`src/rtl/disp_pkg.sv`:
```
// Shared types and constants for the display VRAM read controller:
// resolution table, controller state encoding and burst/frame sizing helpers.
package disp_pkg;

  typedef enum logic [1:0] {
    IDLE  = 2'd0,
    REQ   = 2'd1,
    ADDR  = 2'd2,
    DRAIN = 2'd3
  } state_e;

  localparam int REM_W = 24;

  function automatic int h_pixels(input logic [1:0] resol);
    case (resol)
      2'd0:    return 640;
      2'd1:    return 800;
      2'd2:    return 1024;
      2'd3:    return 1280;
      default: return 640;
    endcase
  endfunction

  function automatic int v_lines(input logic [1:0] resol);
    case (resol)
      2'd0:    return 480;
      2'd1:    return 600;
      2'd2:    return 768;
      2'd3:    return 1024;
      default: return 480;
    endcase
  endfunction

  function automatic int bytes_per_burst(input int burst_len, input int data_width);
    return burst_len * data_width / 8;
  endfunction

  function automatic logic [REM_W-1:0] total_bursts(input logic [1:0] resol, input int burst_len,
                                                     input int data_width, input int pix_bytes);
    return REM_W'((h_pixels(resol) * v_lines(resol) * pix_bytes) /
                  bytes_per_burst(burst_len, data_width));
  endfunction

endpackage

```
`src/rtl/disp_burst_tracker.sv`:
```
// Counts accepted-but-incomplete read bursts; the count never wraps below zero
// when a stray RLAST arrives, and can_issue limits the number in flight.
module disp_burst_tracker #(
  parameter int MAX_OUTSTANDING = 4
) (
  input  logic ACLK,
  input  logic ARST,
  input  logic inc,
  input  logic dec,
  output logic can_issue,
  output logic empty
);

  logic [3:0] count_r;

  // in-flight burst counter; simultaneous issue and completion cancel out
  always_ff @(posedge ACLK) begin
    if (ARST) begin
      count_r <= 4'd0;
    end else if (inc && !dec) begin
      count_r <= count_r + 4'd1;
    end else if (!inc && dec && (count_r != 4'd0)) begin
      count_r <= count_r - 4'd1;
    end else begin
      count_r <= count_r;
    end
  end

  assign can_issue = (count_r < 4'(MAX_OUTSTANDING));
  assign empty     = (count_r == 4'd0);

endmodule

```
`src/rtl/disp_vramctrl_mb.sv`:
```
// Frame-scan AXI4 read-address controller keeping up to MAX_OUTSTANDING bursts in flight.
// Define DISP_VRAMCTRL_ERRCHK_EN to add the RRESP input and sticky RD_ERR output.
module disp_vramctrl_mb
  import disp_pkg::*;
#(
  parameter int C_DATA_WIDTH    = 64,
  parameter int BURST_LEN       = 16,
  parameter int MAX_OUTSTANDING = 4,
  parameter int PIX_BYTES       = 4
) (
  input  logic        ACLK,
  input  logic        ARST,
  output logic [31:0] ARADDR,
  output logic [7:0]  ARLEN,
  output logic [2:0]  ARSIZE,
  output logic        ARVALID,
  input  logic        ARREADY,
  input  logic        RLAST,
  input  logic        RVALID,
  output logic        RREADY,
  input  logic [1:0]  RESOL,
  input  logic        VRSTART,
  input  logic        DISPON,
  input  logic [28:0] DISPADDR,
  input  logic        BUF_WREADY,
  output logic        FRAME_DONE
`ifdef DISP_VRAMCTRL_ERRCHK_EN
  ,
  input  logic [1:0]  RRESP,
  output logic        RD_ERR
`endif
);

  localparam int          BPB       = bytes_per_burst(BURST_LEN, C_DATA_WIDTH);
  localparam logic [28:0] ADDR_STEP = 29'(BPB);
  localparam logic [28:0] ADDR_MASK = ~(29'(BPB) - 29'd1);

  state_e             state_r, state_s;
  logic               arvalid_r, arvalid_s;
  logic [31:0]        araddr_r, araddr_s;
  logic [28:0]        addr_r, addr_s, base_r, base_s;
  logic [1:0]         resol_r, resol_s;
  logic [REM_W-1:0]   remaining_r, remaining_s;
  logic               abort_r, abort_s, restart_r, restart_s;
  logic               frame_done_r, frame_done_s;
  logic               rready_r;
  logic               ar_hs_s, r_last_s, can_issue_s, empty_s;

  assign ar_hs_s  = arvalid_r & ARREADY;
  assign r_last_s = RVALID & rready_r & RLAST;

  disp_burst_tracker #(.MAX_OUTSTANDING(MAX_OUTSTANDING)) u_tracker (
    .ACLK      (ACLK),
    .ARST      (ARST),
    .inc       (ar_hs_s),
    .dec       (r_last_s),
    .can_issue (can_issue_s),
    .empty     (empty_s)
  );

  // next-state and next-output decode; overrun and display-off force a drain
  always_comb begin
    state_s      = state_r;
    arvalid_s    = arvalid_r;
    araddr_s     = araddr_r;
    addr_s       = addr_r;
    base_s       = base_r;
    resol_s      = resol_r;
    remaining_s  = remaining_r;
    abort_s      = abort_r;
    restart_s    = restart_r;
    frame_done_s = 1'b0;
    if (state_r == IDLE) begin
      abort_s   = 1'b0;
      restart_s = 1'b0;
    end else if (VRSTART && DISPON) begin
      abort_s   = 1'b1;
      restart_s = 1'b1;
      base_s    = DISPADDR & ADDR_MASK;
      resol_s   = RESOL;
    end else if (!DISPON) begin
      abort_s   = 1'b1;
      restart_s = 1'b0;
    end else begin
      abort_s   = abort_r;
      restart_s = restart_r;
    end
    case (state_r)
      IDLE: begin
        if (VRSTART && DISPON) begin
          base_s      = DISPADDR & ADDR_MASK;
          resol_s     = RESOL;
          addr_s      = DISPADDR & ADDR_MASK;
          remaining_s = total_bursts(RESOL, BURST_LEN, C_DATA_WIDTH, PIX_BYTES);
          state_s     = REQ;
        end else begin
          state_s = IDLE;
        end
      end
      REQ: begin
        if (abort_s || (remaining_r == {REM_W{1'b0}})) begin
          state_s = DRAIN;
        end else if (can_issue_s && BUF_WREADY) begin
          arvalid_s = 1'b1;
          araddr_s  = {3'b000, addr_r};
          state_s   = ADDR;
        end else begin
          state_s = REQ;
        end
      end
      ADDR: begin
        if (ar_hs_s) begin
          arvalid_s   = 1'b0;
          addr_s      = addr_r + ADDR_STEP;
          remaining_s = remaining_r - REM_W'(1);
          if (abort_s || (remaining_s == {REM_W{1'b0}})) begin
            state_s = DRAIN;
          end else begin
            state_s = REQ;
          end
        end else begin
          state_s = ADDR;
        end
      end
      DRAIN: begin
        if (!empty_s) begin
          state_s = DRAIN;
        end else if (restart_s) begin
          addr_s      = base_s;
          remaining_s = total_bursts(resol_s, BURST_LEN, C_DATA_WIDTH, PIX_BYTES);
          abort_s     = 1'b0;
          restart_s   = 1'b0;
          state_s     = REQ;
        end else if (abort_s) begin
          abort_s = 1'b0;
          state_s = IDLE;
        end else begin
          frame_done_s = 1'b1;
          state_s      = IDLE;
        end
      end
      default: begin
        state_s   = IDLE;
        arvalid_s = 1'b0;
      end
    endcase
  end

  // controller state and registered AXI/frame outputs
  always_ff @(posedge ACLK) begin
    if (ARST) begin
      state_r      <= IDLE;
      arvalid_r    <= 1'b0;
      araddr_r     <= 32'd0;
      addr_r       <= 29'd0;
      base_r       <= 29'd0;
      resol_r      <= 2'd0;
      remaining_r  <= {REM_W{1'b0}};
      abort_r      <= 1'b0;
      restart_r    <= 1'b0;
      frame_done_r <= 1'b0;
      rready_r     <= 1'b0;
    end else begin
      state_r      <= state_s;
      arvalid_r    <= arvalid_s;
      araddr_r     <= araddr_s;
      addr_r       <= addr_s;
      base_r       <= base_s;
      resol_r      <= resol_s;
      remaining_r  <= remaining_s;
      abort_r      <= abort_s;
      restart_r    <= restart_s;
      frame_done_r <= frame_done_s;
      rready_r     <= 1'b1;
    end
  end

  assign ARADDR     = araddr_r;
  assign ARVALID    = arvalid_r;
  assign ARLEN      = 8'(BURST_LEN - 1);
  assign ARSIZE     = 3'($clog2(C_DATA_WIDTH / 8));
  assign RREADY     = rready_r;
  assign FRAME_DONE = frame_done_r;

`ifdef DISP_VRAMCTRL_ERRCHK_EN
  logic rd_err_r;

  // sticky error on any non-OKAY beat; a new accepted frame start clears it
  always_ff @(posedge ACLK) begin
    if (ARST) begin
      rd_err_r <= 1'b0;
    end else if (RVALID && rready_r && (RRESP != 2'b00)) begin
      rd_err_r <= 1'b1;
    end else if (VRSTART && DISPON) begin
      rd_err_r <= 1'b0;
    end else begin
      rd_err_r <= rd_err_r;
    end
  end

  assign RD_ERR = rd_err_r;
`else
  // no response checking in this build
`endif

endmodule
```
`config.mk`:
```
export PLATFORM = sky130hd
export DESIGN_NAME = disp_vramctrl_mb
export DESIGN_NICKNAME = d
export VERILOG_FILES = /design/src/rtl/disp_pkg.sv /design/src/rtl/disp_burst_tracker.sv /design/src/rtl/disp_vramctrl_mb.sv
export SDC_FILE = /design/constraint.sdc
export NUM_CORES = 1
export LEC_CHECK = 0
export CAP_MARGIN = 15
export CORE_MARGIN = 2
export CORE_UTILIZATION = 35
export DETAILED_ROUTE_END_ITERATION = 10
export PLACE_DENSITY = 0.64
export SETUP_SLACK_MARGIN = 0.02
export SLEW_MARGIN = 0
export SYNTH_ARGS = -nofsm -noshare
export SYNTH_HDL_FRONTEND = slang
export SYNTH_SLANG_ARGS = --single-unit
```
`constraint.sdc`:
```
create_clock -name ACLK -period 8.2 [get_ports ACLK]
set_input_delay 2.46 -clock ACLK [delete_from_list [all_inputs] [get_ports ACLK]]
set_output_delay 2.46 -clock ACLK [all_outputs]
set_load 0.01 [all_outputs]
```
# After elaboration in Yosys (flattened, before gate mapping)
# Cells that the tools add are included.
# op_classes
n_addsub	6
n_mul	2
order_cmp	1
n_eq_ne	15
mux	58
n_bitwise	8
n_reduce_logical	25
# op_table
operator	n
32-bit one-hot mux with 4 select lines	4
32-bit two-way mux	10
29-bit two-way mux	8
24-bit two-way mux	4
29-bit one-hot mux with 3 select lines	1
24-bit one-hot mux with 3 select lines	1
32-bit by 32-bit multiplier with 30-bit output	2
24-bit by 1-bit adder with 24-bit output	2
24-bit logical NOT	2
29-bit by 8-bit adder with 29-bit output (second input constant)	1
24-bit by 1-bit subtractor with 24-bit output (second input constant)	1
2-bit two-way mux	9
1-bit two-way mux	17
2-bit == test (second input constant)	6
5-bit OR reduction	2
4-bit two-way mux	2
2-bit != test (second input constant)	4
2-bit one-hot mux with 4 select lines	1
2-bit by 1-bit == test with 1-bit output (second input constant)	3
2-bit logical NOT	3
1-bit bitwise AND	5
1-bit logical AND	5
5-bit AND reduction	1
4-bit by 1-bit adder with 4-bit output (second input constant)	1
14 further kinds	20
# word_totals
register_bits	124
inputBits	39
output_inout_bits	46
elab_cells	127

# Logic depth before layout (Yosys ltp)
# Gate-level depths: netlist of run 1.
# depth
word_depth	15
depth_mapped	22
mapped_depth_nobuf	19

# Modules after synthesis
# From an unflattened synthesis of run 1, not the netlist that was laid out.
# hier_totals
cells_unflattened	949
hier_area_um2	7582.3
# modules_own_cells
mod	instances	cells_each	area_per_inst_um2	seq_area_each_um2
disp_vramctrl_mb	1	921	7300.8	2402.3
disp_burst_tracker	1	28	281.5	80.1

# Worst setup path before layout of run 1
# OpenSTA, ideal clock, no wires.
# synth_path
path_type	input to register
from	input VRSTART
to	register remaining_r[18]
t_arrival_ps	6451
slack_ps	1616
path_stages	21
path_buffers	3
path_cell_list	and2_1 -> clkbuf_1 -> clkbuf_1 -> o21ai_0 -> mux2i_1 -> inv_1 -> ha_1 -> clkbuf_1 -> and2_1 -> a21oi_1 -> nor2_1 -> ha_1 -> ha_1 -> a21oi_1 -> nor2b_1 -> ha_1 -> ha_1 -> and4_1 -> o21a_1 -> o21ai_0 -> a311oi_1
# synth_between
elab_chain_cells	15
word_cells_on_any_way	27
cone_classes	1 x add/sub; 1 x mul; 5 x eq/ne; 15 x mux; 1 x bitwise; 4 x reduce/logical
# synth_lines
element	line_no	text
start: declaration	disp_vramctrl_mb.sv:22	input logic VRSTART,
1-bit logical AND *	disp_vramctrl_mb.sv:76, disp_vramctrl_mb.sv:90	
2-bit two-way mux	disp_vramctrl_mb.sv:76	end else if (VRSTART && DISPON) begin
2-bit two-way mux	disp_vramctrl_mb.sv:73	if (state_r == IDLE) begin
2-bit == test (tied with other cells)	disp_pkg.sv:15, disp_pkg.sv:25	
32-bit one-hot mux with 4 select lines	disp_pkg.sv:25	case (resol)
32-bit two-way mux	disp_vramctrl_mb.sv:128	end else if (restart_s) begin
32-bit two-way mux	disp_vramctrl_mb.sv:126	if (!empty_s) begin
32-bit two-way mux	disp_vramctrl_mb.sv:88	case (state_r)
32-bit by 32-bit multiplier with 30-bit output	disp_pkg.sv:40	return REM_W'((h_pixels(resol) * v_lines(resol) * pix_bytes) /
5-bit OR reduction (no line)	n/a	
1-bit bitwise AND (no line)	n/a	
24-bit by 1-bit adder with 24-bit output (no line)	n/a	
24-bit two-way mux	disp_vramctrl_mb.sv:128	
24-bit two-way mux	disp_vramctrl_mb.sv:126	
24-bit one-hot mux with 3 select lines	disp_vramctrl_mb.sv:88	
end signal: assignment	disp_vramctrl_mb.sv:158	remaining_r <= {REM_W{1'b0}};
end signal: assignment	disp_vramctrl_mb.sv:170	remaining_r <= remaining_s;
end: declaration	disp_vramctrl_mb.sv:43	logic [REM_W-1:0] remaining_r, remaining_s;
# Every way passes the cells marked *; elsewhere a longest branch is shown, timed or not. The select of a mux whose other input is x is not followed.
# A chain may end at the register's enable or synchronous reset.

# Worst setup path in the final report of run 1
# Same ends and word-level chain as after synthesis.

==> results of run 1 <==
-- flip-flops by register name, summed over array words and instances, names as in the netlist --
register           flops
remaining_r           24
state_r                2
restart_r              1
ARVALID                1
resol_r                2
RREADY                 1
u_tracker.count_r      4
FRAME_DONE             1
ARADDR                29
base_r                29
addr_r                29
abort_r                1
-- tightest hold or removal path: cells and delay by family, from the launching register on --
kind               cells  cell delay [ns]
and+or+nand+nor        1             0.05
AOI/OAI and AO/OA      1             0.05
DFF                    1             0.31
-- power by group through the flow --
stage	clock network (W)	logic, W	registers, W
5_1_grt	0.000802	0.000637	0.000704
3_3_place_gp	0	0.000557	0.000708
3_5_place_dp	0	0.000562	0.000709
6_report	0.000765	0.000575	0.000698
2_1_floorplan	0	0.000428	0.000690
4_1_cts	0.000778	0.000568	0.000696
-- metal layers --
metal | GRT usage | part of all wire
met1 | 0.2447 | 0.48
met2 | 0.2838 | 0.44
met3 | 0.04181 | 0.071
met4 | 0.04851 | 0.0092
met5 | 0 | 0
-- stage by stage --
stage	hold slack [ns]	area [sq um]	total power, W
after CTS	0.4540	9074	0.002042
after floorplan	0.4343	7747	0.001117
after global placement	0.4423	8468	0.001266
after global routing	0.4729	9081	0.002144
final	0.4552	9084	0.002037
after detailed placement	0.4465	8468	0.001271
-- synthesized netlist by cell type, drive strengths merged, types with 24 or more instances --
cell type,number,area share
a21oi,90,0.059
a31oi,24,0.020
and3,24,0.020
clkbuf,55,0.027
dfxtp,124,0.32
ha,64,0.10
mux2i,32,0.042
nand2,91,0.044
nand3,28,0.018
nor2,107,0.052
nor3,31,0.020
o21ai,52,0.034
-- cell type report --
cell class | instances | area, sq um
Inverter | 23 | 86.33
Sequential cell | 124 | 2482
Timing Repair Buffer | 78 | 740.7
Clock inverter | 10 | 111.4
Clock buffer | 22 | 494.2
Antenna cell | 1 | 2.502
Multi-Input combinational cell | 755 | 4816
Fill cell | 2147 | 12600
Tap cell | 280 | 350.3
-- final timing paths --
kind               from  slack [ns]              end  depth (start not counted)
max             VRSTART        1.43  remaining_r[18]                         20
min          base_r[10]        0.46       base_r[10]                          2
max reg2reg  state_r[0]        3.69  remaining_r[18]                         17
min reg2reg  base_r[10]        0.46       base_r[10]                          2
-- kinds of logic after synthesis --
logic type / Yosys count
buf+inv: 100
fa+ha+maj: 65
other cells: 2
simple gates: 357
flops: 124
mux: 32
xor+xnor: 24
compound gates: 259
==> impl_metrics.ini, run 1 <==
[layout]
area_delta_synth_final_pct = 18.16
layout_commonest_cell = dfxtp_1
mostFrequentLayoutCells = dfxtp_1, nor2_1, nand2_1, a21oi_1, ha_1
nets = 1103
fin_cells = 1293
utilization = 0.4188
drive_gt1_frac = 0.06522

[clock_tree]
cts_setup_buffers = 0
insertion_delay_ns = 0.42
cts_tree = yes
cts_buffers = 17
clock-sinks = 124
clock-root-buffer = clkbuf_16
clk_path_buf_depth = 2
cts_resized = 0
clk_pin_slew_ns = 0.06
postCtsHoldBufs = 0
htree_levels = 4

[power]
p_int_w = 0.001341
ir_drop_mv = 0.1237
power_frac_clock = 0.376
p_leak_nw = 3.818
p_sw_w = 0.0006960
netSwitchingFraction = 0.3416
seqPwrFrac = 0.342
power_frac_comb = 0.282
cellPowerDensity_nw_per_um2 = 224.3

[drt]
vias_per_cell = 5.483
drc = 0
ant_nets = 0
vias = 7090
totalWireLength_microns = 20820
drt-pass1-iter-count = 5
drt_iter0_markers = 538
wire_per_inst_microns = 16.10

[critical_path]
endpoint_kind = register
crit_fanout = 13
path_class = input port to register
cpMostUsedCell = ha_1
critPathSlowestCell = mux2i_1
critPathTopFamily = compound AO/OA/AOI/OAI gates
path_buf_inv = 3
critical_path.startpoint_type = input port
crit_required_ns = 8.47
crit_arrival_ns = 7.04
cp_cell_sequence = clkdlybuf4s50_1 -> buf_4 -> and2_1 -> o21ai_0 -> mux2i_1 -> inv_1 -> ha_1 -> and2_1 -> ha_1 -> a21oi_1 -> nor2_1 -> o21a_1 -> ha_1 -> ha_1 -> a21oi_1 -> o221ai_1 -> and4_1 -> o21a_1 -> o21ai_0 -> a311oi_1
max_stage_delay_ns = 0.60

[hold_path]
hold_path_class = register to register

[synthesis]
syn_inst = 963
syn_area_sq_um = 7687
synth-seq-area-share = 0.3229
synth_simple_gate_area_frac = 0.2267
synth-xor-area-share = 0.02734
synth_top_family_by_area = simple AND/OR/NAND/NOR gates
synth-compound-area-share = 0.2134
ys_ff_latch = 124
yosys_most_used_dff = dfxtp_1
async_flop_share = 0
synthMuxAreaShare = 0.04167
yosysWarnings = 0
syn_area_per_cell_sq_um = 7.983
synth-adder-area-share = 0.1068
synth_cell_type_count = 68
synth_edf_count = 0

[global_route]
grt_max_degree = 80
grt_overflow_total = 0
grt_pass1_wl_microns = 34160
antenna_found_initial = 1
grt_use_total = 0.1789
grt_pass1_vias = 6705

[sta]
slew_headroom = 0.2796
max_freq_mhz = 147.6
fin_crit_sh = 0.8261
final-setup-viol-count = 0
hold_viol_final = 0
slew_viol_final = 0
worst_pin_slew_ns = 1.072
fin_skew_ns = 0.006149
rsz0062_at_grt = false
period_needed_ns = 6.774
finalSetupTns_ns = 0
fin_ws_ns = 1.426

[flow_run]
cap_violations = 0

[place]
dpl_worst_slack_ns = 0.9996
numPortBuffers = 63
dp.cells = 1259
place_congestion = 0.8448
dp_hpwl_microns = 14230

[die]
ios = 85
die_h_microns = 152.2
die_area_sq_um = 23160
rows = 54
die_w_microns = 152.2
core_sq_um = 21690
initial_utilization = 0.3544

[run_status]
outcome = finished, final reports clean
No activity file was read; power rests on OpenSTA's default activity.
==> run 2, diff against run 1 <==
clock period = 6.8 ns   (was 8.2 ns; I/O delays follow)
==> run 2 against run 1 <==
  * Core utilization up 0.23 points
  * Count of clock-buffer cells in the layout down 3
  * Via count increased by 1.7%
  * Sequential power grew 20%
  * Non-clock buffer count rose by 2
  * Critical path depth is 1 lower
  * Global-route usage is essentially flat
  * Final cell count about the same
  * Clock skew rose by 0.0021 ns
  * Largest cell class unchanged
  * Largest power group unchanged
  * Highest routed layer unchanged
==> impl_metrics.ini, run 2 (synthesized netlist as in run 1, its figures left out) <==
[layout]
seqCellArea_sq_um = 2482
nets = 1105
layout_commonest_cell = dfxtp_1
multiInputGateArea_sq_um = 4816
drive_gt1_frac = 0.06706
fillers = 2134
mostFrequentLayoutCells = dfxtp_1, nor2_1, nand2_1, a21oi_1, ha_1
area_delta_synth_final_pct = 18.80
fin_cells = 1294
design_area_sq_um = 9133
antenna_cells = 0

[sta]
finalSetupTns_ns = 0
fin_ws_ns = 0.8804
worst_pin_slew_ns = 1.112
fin_crit_sh = 0.8705
final-setup-viol-count = 0
slew_headroom = 0.2528
whs_ns = 0.4554
max_freq_mhz = 168.9
slew_viol_final = 0
fin_skew_ns = 0.008244
period_needed_ns = 5.920
hold_viol_final = 0
rsz0062_at_grt = false

[place]
numPortBuffers = 63
dp_hpwl_microns = 14310
dp.cells = 1262
dpl_worst_slack_ns = 0.4532
placed_cell_area_sq_um = 8491
place_congestion = 0.8530

[die]
rows = 54
core_sq_um = 21690
die_h_microns = 152.2
initial_utilization = 0.3544
die_w_microns = 152.2
die_area_sq_um = 23160
ios = 85

[drt]
drt-pass1-iter-count = 5
drt_iter0_markers = 635
wire_per_inst_microns = 16.18
ant_nets = 0
vias = 7214
drc = 0
totalWireLength_microns = 20940
vias_per_cell = 5.575

[power]
p_leak_nw = 3.832
ir_drop_mv = 0.1483
cellPowerDensity_nw_per_um2 = 276.6

[global_route]
grt_max_degree = 60
grt_pass1_vias = 6578
grt_use_total = 0.1792
grt_pass1_wl_microns = 34320
antenna_found_initial = 0
grt_overflow_total = 0

[clock_tree]
clock-sinks = 124
htree_levels = 4
cts_buffers = 17
clk_pin_slew_ns = 0.06
cts_tree = yes
clock-root-buffer = clkbuf_16
clk_path_buf_depth = 2
cts_resized = 0
insertion_delay_ns = 0.43
cts_setup_buffers = 0
postCtsHoldBufs = 0

[critical_path]
cp_cell_sequence = clkdlybuf4s50_1 -> and2_1 -> o21ai_0 -> mux2i_1 -> inv_1 -> ha_1 -> and2_1 -> ha_1 -> a21oi_1 -> nor2_1 -> o21a_1 -> ha_1 -> ha_1 -> a21oi_1 -> o221ai_1 -> and4_1 -> o21a_1 -> o21ai_0 -> a311oi_1
critical_path.startpoint_type = input port
endpoint_kind = register
critPathSlowestCell = clkdlybuf4s50_1
path_class = input port to register
path_buf_inv = 2
crit_required_ns = 7.08
crit_fanout = 13
critPathTopFamily = compound AO/OA/AOI/OAI gates
max_stage_delay_ns = 0.42
cpMostUsedCell = ha_1
crit_arrival_ns = 6.20

[run_status]
outcome = finished, final reports clean

[hold_path]
hold_path_class = register to register

[flow_run]
cap_violations = 0
-- run 2: cell count changes in the layout (fill, tap and decap cells not counted), moves of 2 or more --
cell        delta
bufinv_16      +2
buf_4          +3
clkinvlp_4     +2
clkinv_2       -3
clkbuf_8       -3
-- run 2: per-layer routing --
metal | global-route usage | up-vias | share of wire
met5 | 0 | - | 0
met4 | 0.05563 | 0 | 0.014
met3 | 0.03015 | 28 | 0.069
met2 | 0.2709 | 256 | 0.43
met1 | 0.2606 | 3386 | 0.49
li1 | - | 3544 | -
-- run 2: final timing paths --
kind                            startpoint         endpoint  slack (ns)  cells past startpoint
worst max register to register  state_r[0]  remaining_r[18]        2.36                     18
worst max-delay path               VRSTART  remaining_r[18]        0.88                     19
worst min register to register  base_r[15]       base_r[15]        0.46                      2
worst min-delay path            base_r[15]       base_r[15]        0.46                      2
-- run 2: through the flow --
stage / utilization / total power (W)
after detailed placement: 0.3915 / 0.001537
final: 0.4211 / 0.002526
after global routing: 0.4211 / 0.002650
after CTS: 0.4211 / 0.002525
after floorplan: - / 0.001347
after global placement: 0.3915 / 0.001530
-- run 2: report_power, final --
part / internal, W / switching (W) / leakage [nW] / total [W]
Combinational: 0.000256 / 0.000437 / 2.53 / 0.000693
Clock: 0.000634 / 0.000358 / 0.298 / 0.000993
Sequential: 0.000776 / 0.0000640 / 1.01 / 0.000840
Total: 0.00167 / 0.000860 / 3.83 / 0.00253
-- run 2: area by class of cell --
cell class | instances | share of cell area
Multi-Input combinational cell | 755 | 0.5273
Sequential cell | 124 | 0.2718
Timing Repair Buffer | 80 | 0.08275
Clock buffer | 19 | 0.04960
Tap cell | 280 | 0.03836
Clock inverter | 13 | 0.02069
Inverter | 23 | 0.009453
-- run 2: worst reg2reg max path, delay by kind of cell, from the launching register on --
kind                     cells  cell delay [ns]
flip-flops                   1             0.30
multiplexers                 1             0.34
buffers and inverters        2             0.36
adder cells (fa/ha/maj)      4             1.23
AND/OR/NAND/NOR              3             0.56
AO/OA/AOI/OAI                8             1.52
==> run 3, diff against run 2 <==
--- a/constraint.sdc
+++ b/constraint.sdc
@@ -3,2 +3,2 @@
 set_output_delay 2.04 -clock ACLK [all_outputs]
-set_load 0.01 [all_outputs]
+set_load 0.005 [all_outputs]
==> results of run 3 <==
The final DEF is identical to that of run 2. Status: finished, final reports clean.
Among the figures that moved: total power 0.002526 W -> 0.002523 W
